==> src/rtl/if_fetch_ctrl_pkg.sv <==
// Shared types and defaults for the instruction-fetch controller.
// Latency: n/a (types and constants only).
// Backpressure: n/a.
package if_fetch_ctrl_pkg;

  localparam int unsigned DATA_LEN_DEF = 32;
  localparam int unsigned PC_STEP_DEF  = 4;

  // Fetch FSM states. The encoding is fixed so that debug dumps stay
  // readable across revisions.
  typedef enum logic [1:0] {
    S_IDLE = 2'd0,
    S_REQ  = 2'd1,
    S_FULL = 2'd2,
    S_DROP = 2'd3
  } fetch_state_e;

endpackage

==> src/rtl/if_fetch_ctrl_if.sv <==
// Instruction-memory request bus: req/addr out and ack/rdata back.
// Latency: variable; the memory answers with imem_ack whenever it is ready.
// Backpressure: req/addr are held stable by the master until imem_ack.
// Ports: master = fetch controller, slave = instruction memory.
interface if_fetch_ctrl_if #(
  parameter int unsigned DATA_LEN = 32
) ();

  logic                imem_req;
  logic [DATA_LEN-1:0] imem_addr;
  logic                imem_ack;
  logic [DATA_LEN-1:0] imem_rdata;

  modport master (
    output imem_req,
    output imem_addr,
    input  imem_ack,
    input  imem_rdata
  );

  modport slave (
    input  imem_req,
    input  imem_addr,
    output imem_ack,
    output imem_rdata
  );

endinterface

==> src/rtl/if_fetch_ctrl_if_id_reg.sv <==
// IF/ID pipeline register with flush, hold and load priority.
// Latency: one clock from a load request to the registered outputs.
// Backpressure: hold keeps all outputs frozen; no load -> bubble (valid=0).
// Ports: flush/hold/load_mem/load_buf controls, two candidate sources
//        (memory data + its PC, buffered data + its PC), registered outputs.
module if_fetch_ctrl_if_id_reg
  import if_fetch_ctrl_pkg::*;
#(
  parameter int unsigned DATA_LEN = DATA_LEN_DEF,
  parameter int unsigned PC_STEP  = PC_STEP_DEF
) (
  input  logic                clk,
  input  logic                rst,
  input  logic                flush,
  input  logic                hold,
  input  logic                load_mem,
  input  logic                load_buf,
  input  logic [DATA_LEN-1:0] mem_instr,
  input  logic [DATA_LEN-1:0] mem_pc,
  input  logic [DATA_LEN-1:0] buf_instr,
  input  logic [DATA_LEN-1:0] buf_pc,
  output logic [DATA_LEN-1:0] instr_out,
  output logic [DATA_LEN-1:0] pc_plus_out,
  output logic                valid_out
);

  logic [DATA_LEN-1:0] instr_q, instr_d;
  logic [DATA_LEN-1:0] pc_plus_q, pc_plus_d;
  logic                valid_q, valid_d;

  always_comb begin
    instr_d   = instr_q;
    pc_plus_d = pc_plus_q;
    valid_d   = valid_q;
    if (flush) begin
      // pc_plus is left alone on flush; only the instruction is cleared.
      instr_d = '0;
      valid_d = 1'b0;
    end else if (hold) begin
      valid_d = valid_q;
    end else if (load_mem) begin
      instr_d   = mem_instr;
      pc_plus_d = mem_pc + DATA_LEN'(PC_STEP);
      valid_d   = 1'b1;
    end else if (load_buf) begin
      instr_d   = buf_instr;
      pc_plus_d = buf_pc + DATA_LEN'(PC_STEP);
      valid_d   = 1'b1;
    end else begin
      valid_d = 1'b0;
    end
  end

  always_ff @(posedge clk or negedge rst) begin
    if (!rst) begin
      instr_q   <= '0;
      pc_plus_q <= '0;
      valid_q   <= 1'b0;
    end else begin
      instr_q   <= instr_d;
      pc_plus_q <= pc_plus_d;
      valid_q   <= valid_d;
    end
  end

  assign instr_out   = instr_q;
  assign pc_plus_out = pc_plus_q;
  assign valid_out   = valid_q;

endmodule

==> src/rtl/if_fetch_ctrl.sv <==
// Instruction-fetch controller: next-PC, imem req/ack handshake, IF/ID register.
// Latency: instruction appears on instr_out one clock after the req&ack cycle.
// Backpressure: hazard stalls IF/ID; data arriving during a stall is parked in
//               a one-entry buffer and the PC stays frozen until release.
// Ports: clk/rst, pc_in -> pc_next/pc_freeze, branch_taken/branch_addr,
//        hazard, imem (master side of the memory bus), IF/ID outputs.
module if_fetch_ctrl
  import if_fetch_ctrl_pkg::*;
#(
  parameter int unsigned DATA_LEN = DATA_LEN_DEF,
  parameter int unsigned PC_STEP  = PC_STEP_DEF
) (
  input  logic                clk,
  input  logic                rst,
  input  logic [DATA_LEN-1:0] pc_in,
  input  logic                branch_taken,
  input  logic [DATA_LEN-1:0] branch_addr,
  input  logic                hazard,
  if_fetch_ctrl_if.master     imem,
  output logic [DATA_LEN-1:0] pc_next,
  output logic                pc_freeze,
  output logic [DATA_LEN-1:0] instr_out,
  output logic [DATA_LEN-1:0] pc_plus_out,
  output logic                valid_out
);

  fetch_state_e        state_q, state_d;
  logic [DATA_LEN-1:0] req_addr_q, req_addr_d;
  logic [DATA_LEN-1:0] buf_instr_q, buf_instr_d;
  logic [DATA_LEN-1:0] buf_pc_q, buf_pc_d;
  logic                accept_mem;
  logic                accept_buf;

  always_comb begin
    state_d     = state_q;
    req_addr_d  = req_addr_q;
    buf_instr_d = buf_instr_q;
    buf_pc_d    = buf_pc_q;
    accept_mem  = 1'b0;
    accept_buf  = 1'b0;
    case (state_q)
      S_IDLE: state_d = S_REQ;
      S_REQ: begin
        // Remember the outstanding address so a branch can keep it alive.
        req_addr_d = pc_in;
        if (imem.imem_ack) begin
          if (branch_taken) begin
            state_d = S_REQ;
          end else if (hazard) begin
            // PC is frozen, so pc_in is still this instruction's address.
            buf_instr_d = imem.imem_rdata;
            buf_pc_d    = pc_in;
            state_d     = S_FULL;
          end else begin
            accept_mem = 1'b1;
          end
        end else if (branch_taken) begin
          state_d = S_DROP;
        end
      end
      S_FULL: begin
        if (branch_taken) begin
          state_d = S_REQ;
        end else if (!hazard) begin
          accept_buf = 1'b1;
          state_d    = S_REQ;
        end
      end
      S_DROP: begin
        // The stale response is consumed here and thrown away.
        if (imem.imem_ack) begin
          state_d = S_REQ;
        end
      end
      default: state_d = S_IDLE;
    endcase
  end

  always_ff @(posedge clk or negedge rst) begin
    if (!rst) begin
      state_q     <= S_IDLE;
      req_addr_q  <= '0;
      buf_instr_q <= '0;
      buf_pc_q    <= '0;
    end else begin
      state_q     <= state_d;
      req_addr_q  <= req_addr_d;
      buf_instr_q <= buf_instr_d;
      buf_pc_q    <= buf_pc_d;
    end
  end

  // A buffer release advances the PC too; otherwise S_REQ would re-fetch
  // the instruction that was just handed over.
  assign pc_next   = branch_taken ? branch_addr : (pc_in + DATA_LEN'(PC_STEP));
  assign pc_freeze = ~(branch_taken | accept_mem | accept_buf);

  assign imem.imem_req  = (state_q == S_REQ) || (state_q == S_DROP);
  assign imem.imem_addr = (state_q == S_REQ)  ? pc_in :
                          (state_q == S_DROP) ? req_addr_q : '0;

  if_fetch_ctrl_if_id_reg #(
    .DATA_LEN (DATA_LEN),
    .PC_STEP  (PC_STEP)
  ) u_if_id_reg (
    .clk         (clk),
    .rst         (rst),
    .flush       (branch_taken),
    .hold        (hazard),
    .load_mem    (accept_mem),
    .load_buf    (accept_buf),
    .mem_instr   (imem.imem_rdata),
    .mem_pc      (pc_in),
    .buf_instr   (buf_instr_q),
    .buf_pc      (buf_pc_q),
    .instr_out   (instr_out),
    .pc_plus_out (pc_plus_out),
    .valid_out   (valid_out)
  );

endmodule

==> src/flat_wrapper.sv <==
// flat-port wrapper written by rule: the top's interface ports become plain ports
module if_fetch_ctrl_flat import if_fetch_ctrl_pkg::*;
#(
  parameter int unsigned DATA_LEN = DATA_LEN_DEF,
  parameter int unsigned PC_STEP  = PC_STEP_DEF
)
  (clk, rst, pc_in, branch_taken, branch_addr, hazard, pc_next, pc_freeze, instr_out, pc_plus_out, valid_out, imem_imem_req, imem_imem_addr, imem_imem_ack, imem_imem_rdata);
  if_fetch_ctrl_if #(.DATA_LEN(DATA_LEN)) imem_i ();
  input  logic clk;
  input  logic rst;
  input  logic [DATA_LEN-1:0] pc_in;
  input  logic branch_taken;
  input  logic [DATA_LEN-1:0] branch_addr;
  input  logic hazard;
  output logic [DATA_LEN-1:0] pc_next;
  output logic pc_freeze;
  output logic [DATA_LEN-1:0] instr_out;
  output logic [DATA_LEN-1:0] pc_plus_out;
  output logic valid_out;
  output wire logic [$bits(imem_i.imem_req)-1:0] imem_imem_req;
  output wire logic [$bits(imem_i.imem_addr)-1:0] imem_imem_addr;
  input wire logic [$bits(imem_i.imem_ack)-1:0] imem_imem_ack;
  input wire logic [$bits(imem_i.imem_rdata)-1:0] imem_imem_rdata;
  assign imem_imem_req = imem_i.imem_req;
  assign imem_imem_addr = imem_i.imem_addr;
  assign imem_i.imem_ack = imem_imem_ack;
  assign imem_i.imem_rdata = imem_imem_rdata;
  if_fetch_ctrl #(.DATA_LEN(DATA_LEN), .PC_STEP(PC_STEP)) u_core (.clk(clk), .rst(rst), .pc_in(pc_in), .branch_taken(branch_taken), .branch_addr(branch_addr), .hazard(hazard), .imem(imem_i), .pc_next(pc_next), .pc_freeze(pc_freeze), .instr_out(instr_out), .pc_plus_out(pc_plus_out), .valid_out(valid_out));
endmodule
==> config.mk <==
export PLATFORM = sky130hd
export DESIGN_NAME = if_fetch_ctrl_flat
export DESIGN_NICKNAME = d
export VERILOG_FILES = /design/src/rtl/if_fetch_ctrl_pkg.sv /design/src/rtl/if_fetch_ctrl_if.sv /design/src/rtl/if_fetch_ctrl_if_id_reg.sv /design/src/rtl/if_fetch_ctrl.sv /design/src/flat_wrapper.sv
export SDC_FILE = /design/constraint.sdc
export NUM_CORES = 1
export LEC_CHECK = 0
export ABC_AREA = 0
export BUFFER_PORTS_ARGS = -buffer_cell sky130_fd_sc_hd__buf_2
export CAP_MARGIN = 10
export CORE_AREA = 3 3 149 151
export CTS_BUF_LIST = sky130_fd_sc_hd__clkbuf_8
export DETAILED_ROUTE_END_ITERATION = 10
export DIE_AREA = 0 0 152 154
export GPL_TIMING_DRIVEN = 0
export PLACE_DENSITY = 0.74
export SLEW_MARGIN = 20
export SYNTH_ARGS = -nofsm -noshare
export SYNTH_HDL_FRONTEND = slang
export SYNTH_SLANG_ARGS = --single-unit
==> constraint.sdc <==
create_clock -name clk -period 7.4 [get_ports clk]
set_input_delay 1.85 -clock clk [delete_from_list [all_inputs] [get_ports clk]]
set_output_delay 1.85 -clock clk [all_outputs]
set_load 0.03 [all_outputs]
# [After elaboration in Yosys (flattened, before gate mapping)]
# Cells that the tools add are included.
[word_totals] regBits=163 out_inout_bits=131
[classes] add_sub_neg=2 n_eq_ne=8 muxes=26 bitwise=5 reduce_logical=8
[ops] operator="$mux W32" n=9
[ops] operator="$add A32 B3 Y32 const B" n=2
[ops] operator="$mux W2" n=7
[ops] operator="$mux W1" n=9
[ops] operator="$ne A3 B3 Y1 const B" n=3
[ops] operator="$pmux W2 S4" n=1
[ops] operator="$reduce_and A4 Y1" n=2
[ops] operator="$eq A2 B2 Y1 const B" n=2
[ops] operator="$ne A2 B2 Y1 const B" n=2
[ops] operator="$not A1 Y1" n=3
[ops] operator="$reduce_and A3 Y1" n=1
[ops] operator="$reduce_bool A3 Y1" n=1
[ops] operator="$eq A2 B1 Y1 const B" n=1
[ops] operator="$logic_not A2 Y1" n=1
[ops] operator="$or A1 B1 Y1" n=2
[ops] operator="$reduce_and A2 Y1" n=1
[ops] operator="$reduce_bool A2 Y1" n=1
[ops] operator="$logic_or A1 B1 Y1" n=1

# [Depth between registers and ports, before layout]
[logic_depth] word_depth=7 mapped_depth=8 depth_no_buf=6

# [Modules after synthesis]
# A second synthesis with hierarchy kept.
[unflattened] cells_unflattened=878 hier_area_um2=9131.3
[modules_own_cells] module="if_fetch_ctrl" instances=1 cells_each=477 area_per_inst_um2=5377.7
[modules_own_cells] module="if_fetch_ctrl_if_id_reg" instances=1 cells_each=401 area_per_inst_um2=3753.6

# [Worst setup path after synthesis]
# Ideal clock, no wire load.
[synth_path] path_type="in2out" startpoint="in pc_in[2]" endpoint="out pc_next[30]" t_arrival_ps=3504 t_required_ps=5550 path_slack_ps=2046 cell_stages=6 path_buffers=0 path_cell_list="ha_1 nand4_2 nor4_4 nand4_1 xor2_1 mux2i_1"
[synth_via] elab_chain_len=2
[synth_lines] item="start, declared" line_no="flat_wrapper.sv:11" source="input logic [DATA_LEN-1:0] pc_in;"
[synth_lines] item="$add A32 B3 Y32" line_no="if_fetch_ctrl.sv:95" source="assign pc_next = branch_taken ? branch_addr : (pc_in + DATA_LEN'(PC_STEP));"
[synth_lines] item="$mux W32" line_no="if_fetch_ctrl.sv:95"
[synth_lines] item="end, declared" line_no="flat_wrapper.sv:15" source="output logic [DATA_LEN-1:0] pc_next;"
# No other way between the ends.

# [Final worst setup path]
[layout_path] startpoint="in pc_in[2]" endpoint="out pc_next[24]"
# Same word-level chain as after synthesis.

==> out/metrics.csv <==
stage;metric;value;unit
critical_path;crit_fanout;9;
timing;worst_slack;1.35;ns
critical_path;regToRegStartpoint;u_core.state_q[1];
clock_network;cts_buffer_depth;2;
timing;fin_crit;6.05;ns
clock_network;cts.htree.levels;4;
status;status;complete, no violations;
min_path;min_to;u_core.req_addr_q[29];
timing;drv_slew;0;
timing;slew_headroom;0.424;
detailed_routing;routed_via_density;5.35;
critical_path;crit_path_end_kind;output pin;
synthesis;synth_ff_type;dfrtp_1;
global_routing;antenna_found_initial;2;
detailed_routing;met3WireLength;1620;um
critical_path;r2r_cells;7;
timing;setup_viol;0;
critical_path;r2r-end;u_core.u_if_id_reg.pc_plus_out[22];
min_path;hold_path.class;flop to flop;
layout;area_growth;21.9;%
global_routing;gr-usage-all-layers;0.210;
min_path;holdPathStages;2;
timing;setup-tns-final;0;ns
detailed_routing;highest_layer;met4;
timing;fin_crit_sh;0.818;
floorplan;die_height;154;um
detailed_routing;wl_per_cell;19.3;um
synthesis;syn_inst;765;
layout;drive_gt1_frac;0.395;
critical_path;criticalPathCategory;primary input to output pin;
detailed_routing;wl_met1;10900;um
critical_path;cp-start-kind;primary input;
floorplan;fp.dieW;152;um
clock_network;tritoncts;done;
detailed_routing;drc;0;
min_path;hp-start;u_core.req_addr_q[29];
timing;final.setup_skew;0.0121;ns
floorplan;design.core.area;21000;um^2
clock_network;cts_setup_buffers;0;
synthesis;synth-seq-cells;163;
timing;hold_violations;0;
floorplan;io-pin-count;232;
synthesis;yosysWarnings;0;
clock_network;cts_root_buffer;clkbuf_8;
global_routing;grt_pass1_vias;7021;
global_routing;grt_overflow;0;
layout;fin_nets;1115;
detailed_routing;first_iter_violations;430;
clock_network;worst_skew_pair.late_latency;0.46;ns
timing;fmaxAchievable;165;MHz
clock_network;clk_pin_slew;0.09;ns
layout;layout_common_cells;245 x buf_2, 163 x dfrtp_1, 109 x mux2_2;
detailed_routing;wl_met2;11900;um
timing;tightest_slew;0.863;ns
synthesis;synth_enable_flop_cells;0;
floorplan;rows;53;
synthesis;syn-cell-area;8600;um^2
detailed_routing;wirelength;25100;um
placement;hpwl;18700;um
power;power_density;248;nW/um^2
placement;gp_congestion;0.874;
synthesis;synth.distinct_cells;51;
floorplan;start_util;0.410;
detailed_routing;vias;6957;
detailed_routing;postRouteAntennaNets;0;
placement;pre_cts_slack;1.36;ns
clock_network;cts_sinks;163;
synthesis;syn_area_per_cell;11.2;um^2
power;p_leak;4.92;nW
timing;rsz0062_at_grt;no;
placement;port_buffers;227;
clock_network;ctsResizeCount;0;
critical_path;cp.required;5.55;ns
critical_path;r2r_setup_slack;4.98;ns
critical_path;worst_ep_arrival_time;4.20;ns
global_routing;grt_pass1_wl;39000;um
detailed_routing;drt_pre_antenna_iters;5;
layout;final_common_cell;buf_2;
power;peakVddDrop;120;uV
timing;whs;0.486;ns
synthesis;seq_area_frac_synth;0.474;
floorplan;dieArea;23400;um^2
global_routing;grt_max_degree;97;
clock_network;cts_made_buffers;17;
synthesis;async_flop_share;1.00;
clock_network;cts_hold_buffers;0;
synthesis;syn_nets;868;
flow_run;drv_cap;0;
[registers in the layout, summed over array words and instances, names as in the netlist]
signal	cells
u_core.buf_instr_q	32
u_core.req_addr_q	32
u_core.u_if_id_reg.pc_plus_out	32
u_core.u_if_id_reg.valid_out	1
u_core.buf_pc_q	32
u_core.u_if_id_reg.instr_out	32
u_core.state_q	2
[cell families after synthesis]
logic type | Yosys count | synth area share
buf+inv | 70 | 0.0364
compound gates | 102 | 0.0922
xor+xnor | 48 | 0.0489
fa+ha+maj | 2 | 0.00291
simple gates | 227 | 0.151
flops | 163 | 0.474
mux | 153 | 0.194
[stage by stage]
stage / util / instance area (um^2) / cells / power, W
6_report: 0.500 / 10500 / 1301 / 0.00260
5_1_grt: 0.500 / 10500 / 1301 / 0.00274
4_1_cts: 0.500 / 10500 / 1299 / 0.00263
3_5_place_dp: 0.483 / 10100 / 1268 / 0.00200
3_3_place_gp: 0.481 / 10100 / 1267 / 0.00198
2_1_floorplan: - / 8600 / 765 / 0.00172
[worst max-delay path, stage by stage]
cell	delay, ns
buf_2	0.25
ha_1	0.27
nand4_2	0.21
nor4_4	0.66
nand4_1	0.20
xnor2_1	0.34
mux2_2	0.22
buf_2	0.19
[where the power goes]
part,internal (W),leakage [nW],total [W],switching [W]
Sequential,0.00107,2.00,0.00120,0.000126
Clock,0.000269,0.184,0.000623,0.000354
Combinational,0.000308,2.73,0.000783,0.000476
[synth_stat cells (3+ instances only)]
| master | n | area, um^2 |
|---|---|---|
| nor3_1 | 8 | 40.0 |
| o221ai_1 | 7 | 61.3 |
| o21ai_0 | 25 | 125 |
| mux2_2 | 109 | 1230 |
| nand2_1 | 40 | 150 |
| buf_1 | 6 | 22.5 |
| a21o_1 | 5 | 37.5 |
| mux2i_1 | 44 | 440 |
| a21oi_1 | 10 | 50.1 |
| dfrtp_1 | 163 | 4080 |
| inv_1 | 21 | 78.8 |
| xor2_1 | 29 | 254 |
| a221o_1 | 34 | 340 |
| xnor2_1 | 19 | 166 |
| and2_1 | 34 | 213 |
| o22ai_1 | 3 | 18.8 |
| nor4_1 | 4 | 25.0 |
| o211ai_1 | 5 | 37.5 |
| and4_1 | 3 | 26.3 |
| nand3_1 | 31 | 155 |
| nor2_1 | 29 | 109 |
| nor2b_1 | 34 | 213 |
| nor3b_1 | 3 | 22.5 |
| buf_2 | 19 | 95.1 |
| and3_1 | 9 | 56.3 |
| nand4_1 | 17 | 106 |
| clkbuf_1 | 20 | 75.1 |
| buf_6 | 3 | 33.8 |
[worst max path at each step]
stage / startpoint / endpoint
finish: pc_in[2] / pc_next[24]
global route: pc_in[2] / pc_next[24]
CTS: pc_in[2] / pc_next[24]
detailed placement: pc_in[2] / pc_next[24]
global placement: pc_in[2] / pc_next[24]
floorplan: pc_in[2] / pc_next[30]
[area by class of cell]
type | count | area [um^2]
fillers | 1971 | 10500
multi-input cells | 532 | 4210
flip-flops and latches | 163 | 4080
repair buffers | 228 | 1170
well taps | 275 | 344
clock buffers | 17 | 234
plain buffers | 49 | 234
clock inverters | 14 | 130
inverters | 21 | 78.8
diodes | 2 | 5.00
[per-layer routing]
| layer | up-vias | global-route usage |
|---|---|---|
| met3 | 39 | 0.0467 |
| met1 | 3422 | 0.278 |
| met2 | 246 | 0.336 |
| met5 | - | 0 |
| met4 | 0 | 0.0882 |
| li1 | 3250 | - |
Power figures use the tool's default switching activity.
